--- src/rtl/lut_load_ctrl.sv ---
// lut_load_ctrl: sequences one rectification-LUT load from a byte stream into the coefficient RAM,
// with length checking and a stall watchdog.
module lut_load_ctrl #(
   parameter int LUT_DEPTH = 160,
   parameter int AW        = 8,
   parameter int DW        = 8,
   parameter int TIMEOUT   = 1024,
   parameter int TW        = 11
) (
   input  logic          clk,
   input  logic          rst,
   input  logic          load_req,
   output logic          src_start,
   input  logic [DW-1:0] ltdata,
   input  logic          ltvalid,
   input  logic          ltlast,
   output logic          ltready,
   input  logic          wr_stall,
   output logic          wr_en,
   output logic [AW-1:0] wr_addr,
   output logic [DW-1:0] wr_data,
   output logic          busy,
   output logic          done,
   output logic          lut_ok,
   output logic          err_short,
   output logic          err_long,
   output logic          err_tmo
);
   typedef enum logic [2:0] {IDLE, START, RECV, DRAIN, FIN} state_t;
   state_t state, nxt;
   logic [AW-1:0] cnt;
   logic [TW-1:0] wd;
   logic pending, acc, in_rx, at_end, wd_hit, launch;
   assign in_rx     = state == RECV || state == DRAIN;
   assign ltready   = (state == RECV && !wr_stall) || state == DRAIN;
   assign acc       = ltvalid && ltready;
   assign at_end    = cnt == AW'(LUT_DEPTH - 1);
   assign wd_hit    = in_rx && !acc && wd == TW'(TIMEOUT - 1);
   assign busy      = state != IDLE;
   assign src_start = state == START;
   assign launch    = state == IDLE && (load_req || pending);
   always_comb begin
      nxt = state;
      case (state)
         IDLE:    nxt = launch ? START : IDLE;
         START:   nxt = RECV;
         RECV:    nxt = acc ? (ltlast ? FIN : at_end ? DRAIN : RECV) : wd_hit ? FIN : RECV;
         DRAIN:   nxt = (acc && ltlast) || wd_hit ? FIN : DRAIN;
         default: nxt = IDLE;
      endcase
   end
   always_ff @(posedge clk) begin
      if (rst) begin
         state     <= IDLE;
         cnt       <= '0;
         wd        <= '0;
         pending   <= 1'b0;
         wr_en     <= 1'b0;
         wr_addr   <= '0;
         wr_data   <= '0;
         done      <= 1'b0;
         lut_ok    <= 1'b0;
         err_short <= 1'b0;
         err_long  <= 1'b0;
         err_tmo   <= 1'b0;
      end else begin
         state   <= nxt;
         done    <= state == FIN;
         wr_en   <= state == RECV && acc;
         pending <= state == IDLE ? 1'b0 : pending || load_req;
         wd      <= (acc || !in_rx) ? '0 : wd + 1'b1;
         if (launch) begin
            cnt       <= '0;
            lut_ok    <= 1'b0;
            err_short <= 1'b0;
            err_long  <= 1'b0;
            err_tmo   <= 1'b0;
         end
         if (state == RECV && acc) begin
            cnt     <= cnt + 1'b1;
            wr_addr <= cnt;
            wr_data <= ltdata;
            if (ltlast && !at_end) err_short <= 1'b1;
            if (!ltlast && at_end) err_long <= 1'b1;
         end
         if (wd_hit) err_tmo <= 1'b1;
         if (state == FIN) lut_ok <= !(err_short || err_long || err_tmo);
      end
   end
endmodule

--- config.mk ---
export PLATFORM = sky130hd
export DESIGN_NAME = lut_load_ctrl
export DESIGN_NICKNAME = d
export VERILOG_FILES = /design/src/rtl/lut_load_ctrl.sv
export SDC_FILE = /design/constraint.sdc
export NUM_CORES = 1
export LEC_CHECK = 0
export ABC_AREA = 1
export CORE_MARGIN = 5
export CORE_UTILIZATION = 35
export CTS_BUF_LIST = sky130_fd_sc_hd__clkbuf_16
export DETAILED_ROUTE_END_ITERATION = 10
export DONT_BUFFER_PORTS = 1
export PLACE_DENSITY = 0.61
export RECOVER_POWER = 25
export REMOVE_ABC_BUFFERS = 1
export SLEW_MARGIN = 20
export SYNTH_ARGS = -nofsm -noshare
export SYNTH_HDL_FRONTEND = slang
export SYNTH_SLANG_ARGS = --single-unit
--- constraint.sdc ---
create_clock -name clk -period 1.6 [get_ports clk]
set_clock_uncertainty 0.2 [all_clocks]
set_input_delay 0.32 -clock clk [delete_from_list [all_inputs] [get_ports clk]]
set_output_delay 0.32 -clock clk [all_outputs]
set_load 0.02 [all_outputs]
==> metrics.txt, run 1 <==
# TYPE chip_impl_metric gauge
chip_impl_info{name="run_status",value="complete, but fails checks"} 1
chip_impl_info{name="failed_checks",value="negative hold slack"} 1
chip_impl_metric{name="total_global_routing_track_utilization",unit=""} 0.117
chip_impl_metric{name="first_pass_iters",unit=""} 4
chip_impl_metric{name="hold_buffers",unit=""} 1
chip_impl_metric{name="cts_sinks",unit=""} 45
chip_impl_metric{name="numPlacedInstances",unit=""} 317
chip_impl_info{name="crit_path_start_kind",value="flip-flop"} 1
chip_impl_info{name="setup.worst_path.end",value="ltready"} 1
chip_impl_metric{name="h-tree-depth",unit=""} 2
chip_impl_metric{name="yosys.area_share.adder",unit=""} 0.0134
chip_impl_metric{name="yosys.area_share.xor_xnor",unit=""} 0.0141
chip_impl_info{name="clock-root-buffer",value="clkbuf_16"} 1
chip_impl_metric{name="netlist_instances",unit=""} 243
chip_impl_metric{name="sequential_cell_area",unit="um2"} 913
chip_impl_metric{name="path_depth",unit=""} 4
chip_impl_metric{name="route.detailed.drc",unit=""} 0
chip_impl_info{name="tritoncts_clock_tree",value="yes"} 1
chip_impl_metric{name="seq_area_frac_synth",unit=""} 0.484
chip_impl_info{name="synth_area_leader_cell",value="dfxtp_1"} 1
chip_impl_metric{name="fillCellCount",unit=""} 537
chip_impl_metric{name="timing.hold.ws",unit="ns"} -0.101
chip_impl_metric{name="detailedPlacementHpwl",unit="mm"} 2.82
chip_impl_metric{name="post-route-util",unit=""} 0.440
chip_impl_info{name="cp_delay_by_family_top",value="flip-flops"} 1
chip_impl_metric{name="finalHoldViolCount",unit=""} 24
chip_impl_metric{name="final_wl",unit="mm"} 4.02
chip_impl_metric{name="ys.warnings.count",unit=""} 0
chip_impl_metric{name="grt_pass1_vias",unit=""} 1471
chip_impl_metric{name="portbufs",unit=""} 0
chip_impl_metric{name="static-leakage-power",unit="nW"} 0.803
chip_impl_metric{name="yosys.cell_types.count",unit=""} 27
chip_impl_info{name="critPathCaptureType",value="output port"} 1
chip_impl_info{name="crit-reg2reg-launch",value="state[0]$_SDFF_PP0_"} 1
chip_impl_info{name="min-delay-path-class",value="in -> reg"} 1
chip_impl_metric{name="synth_top_cell_area_share",unit=""} 0.484
chip_impl_info{name="critPathLaunch",value="state[2]$_SDFF_PP0_"} 1
chip_impl_metric{name="clock_pin_slew_worst_setup_and_hold_paths",unit="ns"} 0.06
chip_impl_metric{name="gpl.final_weighted_congestion",unit=""} 0.842
chip_impl_metric{name="slew-limit-headroom",unit=""} 0.802
chip_impl_metric{name="multi_input_area",unit="um2"} 888
chip_impl_metric{name="floorplan.die_area",unit="mm2"} 0.00688
chip_impl_info{name="timing.rr.end",value="done$_SDFF_PP0_"} 1
chip_impl_metric{name="drt.antenna.violating_nets",unit=""} 0
chip_impl_metric{name="final_nets",unit=""} 275
chip_impl_metric{name="proportion_of_synthesized_area_in_mux_cells",unit=""} 0
chip_impl_metric{name="synth_compound_gate_area_share",unit=""} 0.150
chip_impl_metric{name="r2r.worst_path.cells",unit=""} 4
chip_impl_metric{name="clockBufferDepth",unit=""} 2
chip_impl_info{name="grt_setup_unrepaired",value="true"} 1
chip_impl_metric{name="timing.critical_path.slowest_cell_delay",unit="ns"} 0.38
chip_impl_metric{name="layout_cells_sized_above_1",unit=""} 0.236
chip_impl_metric{name="grt_antenna_before_repair",unit=""} 0
chip_impl_metric{name="layout_min_cycle_time",unit="ns"} 1.57
chip_impl_info{name="synth.top_cells.by_area",value="dfxtp_1 48%, nand2_1 11%, a21oi_1 8.1%, inv_1 5.0%, nor2_1 4.6%"} 1
chip_impl_metric{name="crit_required",unit="ns"} 1.08
chip_impl_metric{name="area_delta_synth_final",unit="%"} 21.5
chip_impl_metric{name="crit_path_max_fanout",unit=""} 6
chip_impl_metric{name="grt.overflow.total",unit=""} 0
chip_impl_info{name="synth.top_cells.by_count",value="57 x nand2_1, 45 x dfxtp_1, 30 x a21oi_1, 25 x inv_1, 23 x nor2_1"} 1
chip_impl_metric{name="power.density",unit="mW/mm2"} 1010
chip_impl_metric{name="start_util",unit=""} 0.362
chip_impl_metric{name="die-width",unit="um"} 83.0
chip_impl_metric{name="timing.reg2reg.setup_slack",unit="ns"} 0.09
chip_impl_info{name="yosys.cell_count.top_type",value="nand2_1"} 1
chip_impl_info{name="ys.flop_type",value="dfxtp_1"} 1
chip_impl_metric{name="row_count",unit=""} 26
chip_impl_metric{name="report.final.slew_viol_count",unit=""} 0
chip_impl_metric{name="post_synth_and_or_nand_nor_area_fraction",unit=""} 0.261
chip_impl_metric{name="io-pin-count",unit=""} 39
chip_impl_metric{name="placeableCoreArea",unit="mm2"} 0.00514
chip_impl_metric{name="count_of_buffer_and_inverter_cells_on_the_critical_path",unit=""} 2
chip_impl_metric{name="fmaxAchievable",unit="MHz"} 635
chip_impl_metric{name="cts_buffers",unit=""} 5
chip_impl_metric{name="number_of_storage_elements_in_the_synthesis_netlist",unit=""} 45
chip_impl_info{name="synth_top_family_by_area",value="simple AND/OR/NAND/NOR gates"} 1
chip_impl_info{name="critical-path-slowest-cell",value="dfxtp_4"} 1
chip_impl_metric{name="syn_area_per_cell",unit="um2"} 7.67
chip_impl_metric{name="clock_latency",unit="ns"} 0.28
chip_impl_metric{name="cap_violations",unit=""} 0
chip_impl_metric{name="post_drt_via_cell_ratio",unit=""} 4.74
chip_impl_metric{name="wl_per_cell",unit="um"} 12.2
chip_impl_metric{name="post-route-period-util",unit=""} 0.984
chip_impl_metric{name="syn_area",unit="mm2"} 0.00186
chip_impl_info{name="timing.setup.critical_path_class",value="reg -> out"} 1
chip_impl_metric{name="drt_iter0_markers",unit=""} 61
chip_impl_metric{name="stdcell_count",unit=""} 329
chip_impl_metric{name="vdd_drop_max",unit="V"} 0.000637
chip_impl_metric{name="number_of_antenna_cells_inserted",unit=""} 0
chip_impl_metric{name="arrival",unit="ns"} 1.05
chip_impl_metric{name="fp.dieH",unit="um"} 83.0
chip_impl_metric{name="grt_max_degree",unit=""} 27
chip_impl_info{name="worstPathCellList",value="inv_2 > nand2_2 > a21oi_2 > buf_4"} 1
chip_impl_metric{name="final-setup-viol-count",unit=""} 0
chip_impl_metric{name="asyncSetResetFlopFracSynth",unit=""} 0
chip_impl_metric{name="via_count",unit=""} 1559
chip_impl_metric{name="grt_first_pass_wirelength",unit="mm"} 6.71
chip_impl_metric{name="synth-edff-count",unit=""} 0
chip_impl_metric{name="transition_time_at_the_pin_with_the_least_slew_margin",unit="ns"} 0.296
## through the flow
| stage | setup slack, ns | area (um2) | hold slack [ns] | TNS [ns] | total power [mW] |
|---|---|---|---|---|---|
| after floorplan | 0.0774 | 1820 | 0.182 | 0 | 1.28 |
| after global placement | 0.0348 | 1990 | 0.187 | 0 | 1.34 |
| after detailed placement | -0.000754 | 1990 | 0.188 | -0.000754 | 1.34 |
| after CTS | 0.00109 | 2160 | -0.111 | 0 | 2.31 |
| after global routing | -0.0203 | 2260 | -0.116 | -0.0752 | 2.40 |
| final | 0.0255 | 2260 | -0.101 | 0 | 2.30 |
## power by group
part | total (mW) | switching [mW] | internal [mW]
registers | 1.17 | 0.0288 | 1.14
clock network | 0.952 | 0.394 | 0.558
logic | 0.176 | 0.106 | 0.0704
total | 2.30 | 0.529 | 1.77
## flip-flops by register name, indices dropped and copies added (netlist names)
register	cells
cnt	8
done	1
err_long	1
err_short	1
err_tmo	1
lut_ok	1
pending	1
state	3
wd	11
wr_addr	8
wr_data	8
wr_en	1
## layout make-up
class / count / area share
Clock buffer: 5 / 0.0553
Clock inverter: 2 / 0.00332
Inverter: 27 / 0.0459
Multi-Input combinational cell: 164 / 0.392
Sequential cell: 45 / 0.404
Tap cell: 70 / 0.0387
Timing Repair Buffer: 16 / 0.0608
## cells by family after synthesis
group,Yosys count
buf+inv,34
compound gates,49
fa+ha+maj,2
flops,45
simple gates,110
xor+xnor,3
## worst min path at each step
stage | slack, ns | end | start | cells after the start
after global placement | 0.19 | cnt[4]$_SDFFE_PP0P_ | rst | 1
after floorplan | 0.18 | cnt[0]$_SDFFE_PP0P_ | rst | 1
after CTS | -0.11 | state[0]$_SDFF_PP0_ | rst | 1
after global routing | -0.12 | state[0]$_SDFF_PP0_ | rst | 1
final | -0.10 | state[0]$_SDFF_PP0_ | rst | 1
after detailed placement | 0.19 | cnt[5]$_SDFFE_PP0P_ | rst | 1
## routing by layer
metal | GRT usage | up-vias | part of all wire
li1 | - | 823 | -
met1 | 0.144 | 703 | 0.46
met2 | 0.192 | 28 | 0.49
met3 | 0.0366 | 5 | 0.041
met4 | 0.0401 | 0 | 0.011
met5 | 0 | - | 0
## timing repair
item / CTS / global route
endpoints found under the setup margin: 5 / 16
hold endpoints to repair: 25 / 24
buffers inserted: 0 / 4
pin swaps: 0 / 5
gates resized for setup: 10 / 26
cloned: 0 / 0
## cell usage in the layout, fill, tap and decap left out, types with 2 or more instances in the layout
master,Yosys,routed
nor2_1,23,17
buf_6,2,4
inv_2,1,4
nand3_2,2,6
inv_1,25,23
xor2_1,3,3
o21ai_0,9,9
nor2_2,0,6
dfxtp_4,0,2
dfxtp_2,0,4
nand3_1,16,12
ha_2,0,2
buf_4,0,11
dfxtp_1,45,39
a21oi_1,30,28
clkbuf_16,0,5
nor3_1,8,6
a21oi_2,4,6
nand2_1,57,54
nand2_2,1,4
No activity file was read; power rests on OpenSTA's default activity.
==> run 2, diff against run 1 <==
--- a/config.mk
+++ b/config.mk
@@ -7,11 +7,11 @@
 export LEC_CHECK = 0
 export ABC_AREA = 1
 export CORE_MARGIN = 5
-export CORE_UTILIZATION = 35
+export CORE_UTILIZATION = 55
 export CTS_BUF_LIST = sky130_fd_sc_hd__clkbuf_16
 export DETAILED_ROUTE_END_ITERATION = 10
 export DONT_BUFFER_PORTS = 1
-export PLACE_DENSITY = 0.61
+export PLACE_DENSITY = 0.83
 export RECOVER_POWER = 25
 export REMOVE_ABC_BUFFERS = 1
 export SLEW_MARGIN = 20
==> run 2 against run 1 <==
  * The flow still finishes with violations (negative hold slack)
  * Final cell count decreased by 7.6%
  * Via count fell by 0.45%
  * Non-clock buffer count shrank 1
  * Wire length decreased by 7.7%
  * Clock power hardly changed
  * Clock-buffer cell count unchanged
  * Maximum frequency up 0.75%
  * First-iteration DRC count is 23% higher
  * Cell area is 1.8% lower
  * Utilization increased by 23 points
  * Sequential power about the same
  * Largest cell class unchanged
  * Highest routed layer unchanged
==> metrics.txt, run 2 (synthesis results as in run 1) <==
# TYPE chip_impl_metric gauge
chip_impl_info{name="run_status",value="complete, but fails checks"} 1
chip_impl_info{name="failed_checks",value="negative hold slack"} 1
chip_impl_metric{name="number_of_antenna_cells_inserted",unit=""} 0
chip_impl_metric{name="via_count",unit=""} 1552
chip_impl_metric{name="io-pin-count",unit=""} 39
chip_impl_metric{name="detailroute.wirelength.met2",unit="mm"} 1.78
chip_impl_info{name="min-delay-path-class",value="in -> reg"} 1
chip_impl_info{name="critPathLaunch",value="state[2]$_SDFF_PP0_"} 1
chip_impl_metric{name="slew-limit-headroom",unit=""} 0.781
chip_impl_metric{name="route.detailed.drc",unit=""} 0
chip_impl_info{name="critPathCaptureType",value="output port"} 1
chip_impl_metric{name="post-route-period-util",unit=""} 0.977
chip_impl_info{name="grt_setup_unrepaired",value="true"} 1
chip_impl_metric{name="grt_antenna_before_repair",unit=""} 0
chip_impl_metric{name="post_drt_via_cell_ratio",unit=""} 5.11
chip_impl_metric{name="finalHoldViolCount",unit=""} 25
chip_impl_metric{name="clock_pin_slew_worst_setup_and_hold_paths",unit="ns"} 0.06
chip_impl_info{name="timing.setup.critical_path_class",value="reg -> out"} 1
chip_impl_metric{name="detailedPlacementHpwl",unit="mm"} 2.56
chip_impl_metric{name="crit_required",unit="ns"} 1.08
chip_impl_metric{name="sequential_cell_area",unit="um2"} 913
chip_impl_metric{name="clockBufferDepth",unit=""} 2
chip_impl_metric{name="crit_path_max_fanout",unit=""} 6
chip_impl_metric{name="cap_violations",unit=""} 0
chip_impl_metric{name="static-leakage-power",unit="nW"} 0.794
chip_impl_info{name="timing.rr.end",value="cnt[6]$_SDFFE_PP0P_"} 1
chip_impl_metric{name="placeableCoreArea",unit="mm2"} 0.00331
chip_impl_metric{name="grt_max_degree",unit=""} 27
chip_impl_metric{name="first_pass_iters",unit=""} 4
chip_impl_info{name="clock-root-buffer",value="clkbuf_16"} 1
chip_impl_metric{name="placed_cell_area",unit="mm2"} 0.00195
chip_impl_metric{name="final_design_area_no_fill",unit="mm2"} 0.00222
chip_impl_metric{name="area_delta_synth_final",unit="%"} 19.3
chip_impl_info{name="crit-reg2reg-launch",value="state[1]$_SDFF_PP0_"} 1
chip_impl_metric{name="gpl.final_weighted_congestion",unit=""} 0.798
chip_impl_info{name="mostFrequentLayoutCells",value="54 x nand2_1, 41 x dfxtp_1, 28 x a21oi_1"} 1
chip_impl_metric{name="floorplan.die_area",unit="mm2"} 0.00465
chip_impl_metric{name="fmaxAchievable",unit="MHz"} 640
chip_impl_info{name="crit_path_start_kind",value="flip-flop"} 1
chip_impl_metric{name="met1_length",unit="mm"} 1.57
chip_impl_metric{name="final_nets",unit=""} 274
chip_impl_metric{name="r2r.worst_path.cells",unit=""} 7
chip_impl_metric{name="final-setup-viol-count",unit=""} 0
chip_impl_info{name="setup.worst_path.end",value="ltready"} 1
chip_impl_metric{name="grt_pass1_vias",unit=""} 1431
chip_impl_metric{name="h-tree-depth",unit=""} 2
chip_impl_metric{name="grt_first_pass_wirelength",unit="mm"} 6.31
chip_impl_metric{name="portbufs",unit=""} 0
chip_impl_info{name="most_common_cell_after_layout_fill_and_taps_aside",value="nand2_1"} 1
chip_impl_metric{name="routed_wl_met3",unit="um"} 297
chip_impl_metric{name="power.density",unit="mW/mm2"} 1040
chip_impl_metric{name="total_global_routing_track_utilization",unit=""} 0.181
chip_impl_metric{name="timing.reg2reg.setup_slack",unit="ns"} 0.08
chip_impl_metric{name="fp.dieH",unit="um"} 68.2
chip_impl_info{name="top_signal_layer_used",value="met4"} 1
chip_impl_metric{name="largest_reg_flops",unit=""} 11
chip_impl_metric{name="wl_per_cell",unit="um"} 12.2
chip_impl_metric{name="cts_sinks",unit=""} 45
chip_impl_metric{name="fillCellCount",unit=""} 287
chip_impl_metric{name="drt_iter0_markers",unit=""} 75
chip_impl_metric{name="transition_time_at_the_pin_with_the_least_slew_margin",unit="ns"} 0.328
chip_impl_metric{name="die-width",unit="um"} 68.2
chip_impl_metric{name="start_util",unit=""} 0.563
chip_impl_metric{name="grt.overflow.total",unit=""} 0
chip_impl_metric{name="timing.hold.ws",unit="ns"} -0.110
chip_impl_metric{name="row_count",unit=""} 21
chip_impl_metric{name="layout_cells_sized_above_1",unit=""} 0.202
chip_impl_metric{name="final_wl",unit="mm"} 3.71
chip_impl_metric{name="vdd_drop_max",unit="V"} 0.000622
chip_impl_info{name="tritoncts_clock_tree",value="yes"} 1
chip_impl_metric{name="drt.antenna.violating_nets",unit=""} 0
chip_impl_metric{name="multi_input_area",unit="um2"} 873
chip_impl_metric{name="layout_min_cycle_time",unit="ns"} 1.56
chip_impl_metric{name="clock_latency",unit="ns"} 0.28
chip_impl_metric{name="report.final.slew_viol_count",unit=""} 0
chip_impl_info{name="biggest_register",value="wd"} 1
chip_impl_metric{name="cts_buffers",unit=""} 5
chip_impl_metric{name="arrival",unit="ns"} 1.04
run 2: cell count changes in the layout (fill, tap and decap cells not counted), moves of 2 or more:
cell	change
nor2_2	-3
dfxtp_2	-3
nand3_2	-4
inv_2	-2
nor2_1	+2
dfxtp_1	+2
buf_6	-2
nand3_1	+4
run 2: final cells by class:
type,instances,share of cell area
clock inverters,2,0.00507
well taps,46,0.0259
clock buffers,5,0.0563
flip-flops and latches,45,0.411
multi-input cells,164,0.393
inverters,27,0.0490
repair buffers,15,0.0597
run 2: worst max-delay path: stages, from the launching register on:
cell and delay (ns):
dfxtp_4 0.37, inv_1 0.07, nand2_2 0.06, a21oi_4 0.13
buf_6 0.13
run 2: through the flow:
step	total power [mW]	TNS [ns]	utilization	setup WS, ns	std cells
6_report	2.30	0	0.671	0.0372	304
3_5_place_dp	1.33	0	0.589	0.0483	290
5_1_grt	2.40	-0.0422	0.671	-0.0301	304
2_1_floorplan	1.28	0	-	0.0774	236
3_3_place_gp	1.33	0	0.589	0.0712	290
4_1_cts	2.31	0	0.641	0.00453	297
run 2: per-layer routing:
metal / vias up / track usage
met5: - / 0
met4: 0 / 0.0695
met3: 7 / 0.0772
met2: 41 / 0.298
met1: 683 / 0.208
li1: 821 / -
run 2: worst min-delay path by stage:
stage | startpoint | endpoint | cells past startpoint
2_1_floorplan | rst | cnt[0]$_SDFFE_PP0P_ | 1
3_3_place_gp | rst | cnt[0]$_SDFFE_PP0P_ | 1
3_5_place_dp | rst | cnt[0]$_SDFFE_PP0P_ | 1
4_1_cts | rst | cnt[5]$_SDFFE_PP0P_ | 1
5_1_grt | rst | cnt[0]$_SDFFE_PP0P_ | 1
6_report | rst | cnt[0]$_SDFFE_PP0P_ | 1
run 2: where the power goes:
group          internal (mW)  switching, mW
Combinational         0.0752          0.107
Sequential              1.14         0.0294
Clock                  0.563          0.387
run 2: what timing repair did:
item,CTS,global route
gates resized for setup,10,20
hold endpoints to repair,25,25
buffers inserted,1,7
cloned,0,0
endpoints found under the setup margin,3,19
pin swaps,2,3
==> run 3, diff against run 2 <==
--- a/config.mk
+++ b/config.mk
@@ -7,11 +7,11 @@
 export LEC_CHECK = 0
 export ABC_AREA = 1
 export CORE_MARGIN = 5
-export CORE_UTILIZATION = 55
+export CORE_UTILIZATION = 61
 export CTS_BUF_LIST = sky130_fd_sc_hd__clkbuf_16
 export DETAILED_ROUTE_END_ITERATION = 10
 export DONT_BUFFER_PORTS = 1
-export PLACE_DENSITY = 0.83
+export PLACE_DENSITY = 0.87
 export RECOVER_POWER = 25
 export REMOVE_ABC_BUFFERS = 1
 export SLEW_MARGIN = 20
==> constraint.sdc (replaced) <==
create_clock -name clk -period 1.7 [get_ports clk]
set_clock_uncertainty 0.2 [all_clocks]
set_input_delay 0.34 -clock clk [delete_from_list [all_inputs] [get_ports clk]]
set_output_delay 0.34 -clock clk [all_outputs]
set_load 0.02 [all_outputs]
==> run 3 against run 2 <==
  * The run still ends with negative hold slack left
  * Largest cell class unchanged
  * Global-route usage increased by 1.1 points
  * Wire length is 2.9% lower
  * Critical path type unchanged
  * Die area down 8.4%
==> metrics.txt, run 3 (synthesis results as in run 1) <==
# TYPE chip_impl_metric gauge
chip_impl_info{name="run_status",value="complete, but fails checks"} 1
chip_impl_info{name="failed_checks",value="negative hold slack"} 1
chip_impl_metric{name="timing.critical_path.slowest_cell_delay",unit="ns"} 0.34
chip_impl_metric{name="timing.hold.ws",unit="ns"} -0.0808
chip_impl_metric{name="portbufs",unit=""} 0
chip_impl_metric{name="area_delta_synth_final",unit="%"} 10.6
chip_impl_metric{name="number_of_antenna_cells_inserted",unit=""} 0
chip_impl_metric{name="finalHoldViolCount",unit=""} 24
chip_impl_metric{name="via_count",unit=""} 1538
chip_impl_metric{name="first_pass_iters",unit=""} 4
chip_impl_metric{name="die-width",unit="um"} 65.3
chip_impl_metric{name="wl_per_cell",unit="um"} 12.8
chip_impl_metric{name="layout_cells_sized_above_1",unit=""} 0.124
chip_impl_info{name="busiest_layer",value="met2"} 1
chip_impl_metric{name="start_util",unit=""} 0.620
chip_impl_metric{name="hold_buffers",unit=""} 1
chip_impl_metric{name="transition_time_at_the_pin_with_the_least_slew_margin",unit="ns"} 0.316
chip_impl_info{name="grt_setup_unrepaired",value="true"} 1
chip_impl_metric{name="final-setup-viol-count",unit=""} 0
chip_impl_info{name="critical-path-slowest-cell",value="dfxtp_1"} 1
chip_impl_info{name="min-delay-path-class",value="in -> reg"} 1
chip_impl_info{name="mostFrequentLayoutCells",value="56 x nand2_1, 43 x dfxtp_1, 29 x a21oi_1"} 1
chip_impl_metric{name="drt_iter0_markers",unit=""} 143
chip_impl_metric{name="fp.dieH",unit="um"} 65.3
chip_impl_metric{name="logic_pwr_share",unit=""} 0.059
chip_impl_metric{name="p_clk_frac",unit=""} 0.426
chip_impl_metric{name="cap_violations",unit=""} 0
chip_impl_metric{name="groute.layer.met3.usage",unit=""} 0.0803
chip_impl_metric{name="post-route-util",unit=""} 0.686
chip_impl_metric{name="sequential_cell_area",unit="um2"} 903
chip_impl_metric{name="io-pin-count",unit=""} 39
chip_impl_metric{name="cts_buffers",unit=""} 5
chip_impl_metric{name="row_count",unit=""} 20
chip_impl_metric{name="multi_input_area",unit="um2"} 833
chip_impl_metric{name="grt_first_pass_wirelength",unit="mm"} 6.29
chip_impl_info{name="biggest_register",value="wd"} 1
chip_impl_metric{name="stdcell_count",unit=""} 282
chip_impl_metric{name="detailedPlacementHpwl",unit="mm"} 2.61
chip_impl_metric{name="vdd_drop_max",unit="V"} 0.000992
chip_impl_metric{name="final_nets",unit=""} 264
chip_impl_metric{name="post_drt_via_cell_ratio",unit=""} 5.45
chip_impl_info{name="clock-root-buffer",value="clkbuf_16"} 1
chip_impl_metric{name="cts_setup_buffers",unit=""} 0
chip_impl_info{name="critPathCaptureType",value="output port"} 1
chip_impl_metric{name="layout_min_cycle_time",unit="ns"} 1.64
chip_impl_metric{name="cts_sinks",unit=""} 45
chip_impl_metric{name="post-route-period-util",unit=""} 0.967
chip_impl_metric{name="netSwitchingFraction",unit=""} 0.228
chip_impl_metric{name="route.detailed.drc",unit=""} 0
chip_impl_metric{name="gpl.final_weighted_congestion",unit=""} 0.869
chip_impl_metric{name="dpl_worst_slack",unit="ns"} 0.0985
chip_impl_metric{name="p_int",unit="mW"} 1.64
chip_impl_info{name="most_common_cell_after_layout_fill_and_taps_aside",value="nand2_1"} 1
chip_impl_metric{name="grt_antenna_before_repair",unit=""} 0
chip_impl_metric{name="arrival",unit="ns"} 1.10
chip_impl_metric{name="h-tree-depth",unit=""} 2
chip_impl_metric{name="report.power.total",unit="mW"} 2.13
chip_impl_info{name="timing.setup.critical_path_class",value="reg -> out"} 1
chip_impl_metric{name="numPlacedInstances",unit=""} 273
chip_impl_metric{name="total_switching_power",unit="mW"} 0.486
chip_impl_metric{name="clock_pin_slew_worst_setup_and_hold_paths",unit="ns"} 0.06
chip_impl_metric{name="fillCellCount",unit=""} 220
chip_impl_metric{name="clockBufferDepth",unit=""} 2
chip_impl_metric{name="drt.antenna.violating_nets",unit=""} 0
chip_impl_info{name="worstPathCellList",value="inv_1 > a21oi_2 > buf_4"} 1
chip_impl_metric{name="grt_pass1_vias",unit=""} 1464
chip_impl_metric{name="floorplan.die_area",unit="mm2"} 0.00426
chip_impl_metric{name="largest_reg_flops",unit=""} 11
chip_impl_metric{name="total_global_routing_track_utilization",unit=""} 0.192
chip_impl_metric{name="report.final.slew_viol_count",unit=""} 0
chip_impl_info{name="crit_path_start_kind",value="flip-flop"} 1
chip_impl_metric{name="final_wl",unit="mm"} 3.61
chip_impl_metric{name="fmaxAchievable",unit="MHz"} 609
chip_impl_metric{name="power.density",unit="mW/mm2"} 1030
chip_impl_metric{name="grt_max_degree",unit=""} 28
chip_impl_metric{name="clock_latency",unit="ns"} 0.28
chip_impl_metric{name="p_seq_frac",unit=""} 0.515
chip_impl_metric{name="global_route.usage.met1",unit=""} 0.218
chip_impl_info{name="tritoncts_clock_tree",value="yes"} 1
chip_impl_metric{name="setup_slack",unit="ns"} 0.0569
chip_impl_metric{name="met2_usage",unit=""} 0.314
chip_impl_metric{name="placeableCoreArea",unit="mm2"} 0.00300
chip_impl_metric{name="grt.overflow.total",unit=""} 0
chip_impl_metric{name="slew-limit-headroom",unit=""} 0.789
chip_impl_metric{name="static-leakage-power",unit="nW"} 0.747
chip_impl_metric{name="crit_required",unit="ns"} 1.16
chip_impl_metric{name="crit_path_max_fanout",unit=""} 6
-- run 3: changes by cell type in the layout (fill, tap and decap cells not counted), sizes merged --
cell         change
buf             -11
clkinvlp         -1
inv              +2
dlygate4sd3      +1
-- run 3: layer usage --
metal  up-vias  routed length [um]
li1        795                   -
met1       699                1590
met2        37                1640
met3         7                 306
met4         0                  70
met5         -                   0
-- run 3: power by group through the flow --
| stage | combinational [mW] | clock (mW) | sequential [mW] |
|---|---|---|---|
| after detailed placement | 0.123 | 0 | 1.12 |
| after global placement | 0.121 | 0 | 1.12 |
| final | 0.125 | 0.907 | 1.10 |
| after global routing | 0.141 | 0.990 | 1.10 |
| after CTS | 0.125 | 0.936 | 1.10 |
| after floorplan | 0.0919 | 0 | 1.12 |
-- run 3: final timing paths --
path | slack (ns) | startpoint | cells past startpoint | to
worst max-delay path | 0.06 | state[0]$_SDFF_PP0_ | 3 | ltready
worst min-delay path | -0.08 | rst | 1 | cnt[5]$_SDFFE_PP0P_
worst max register to register | 0.11 | state[0]$_SDFF_PP0_ | 4 | done$_SDFF_PP0_
worst min register to register | 0.26 | wd[0]$_SDFF_PP0_ | 1 | wd[0]$_SDFF_PP0_
-- run 3: cell type report --
type,instances,share of cell area
clock buffer,5,0.0607
clock inverter,3,0.00668
inverter,27,0.0504
multi-input combinational,164,0.404
sequential,45,0.438
tap,33,0.0200
timing repair buffer,5,0.0194
-- run 3: critical path: cells and delay by family, from the launching register on --
kind / cells / cell delay, ns
AO/OA/AOI/OAI: 1 / 0.18
buffers and inverters: 2 / 0.29
flip-flops: 1 / 0.34
-- run 3: repair_timing --
action | 4_1_cts | 5_1_grt
setup endpoints to repair | 2 | 10
resized for setup | 2 | 6
pin swaps | 0 | 0
hold endpoints to repair | 25 | 24
-- run 3: per-stage QoR --
| stage | instance area (um2) | setup TNS [ns] |
|---|---|---|
| floorplan | 1820 | 0 |
| global placement | 1890 | 0 |
| detailed placement | 1890 | 0 |
| CTS | 2050 | 0 |
| global route | 2060 | -0.0335 |
| finish | 2060 | 0 |
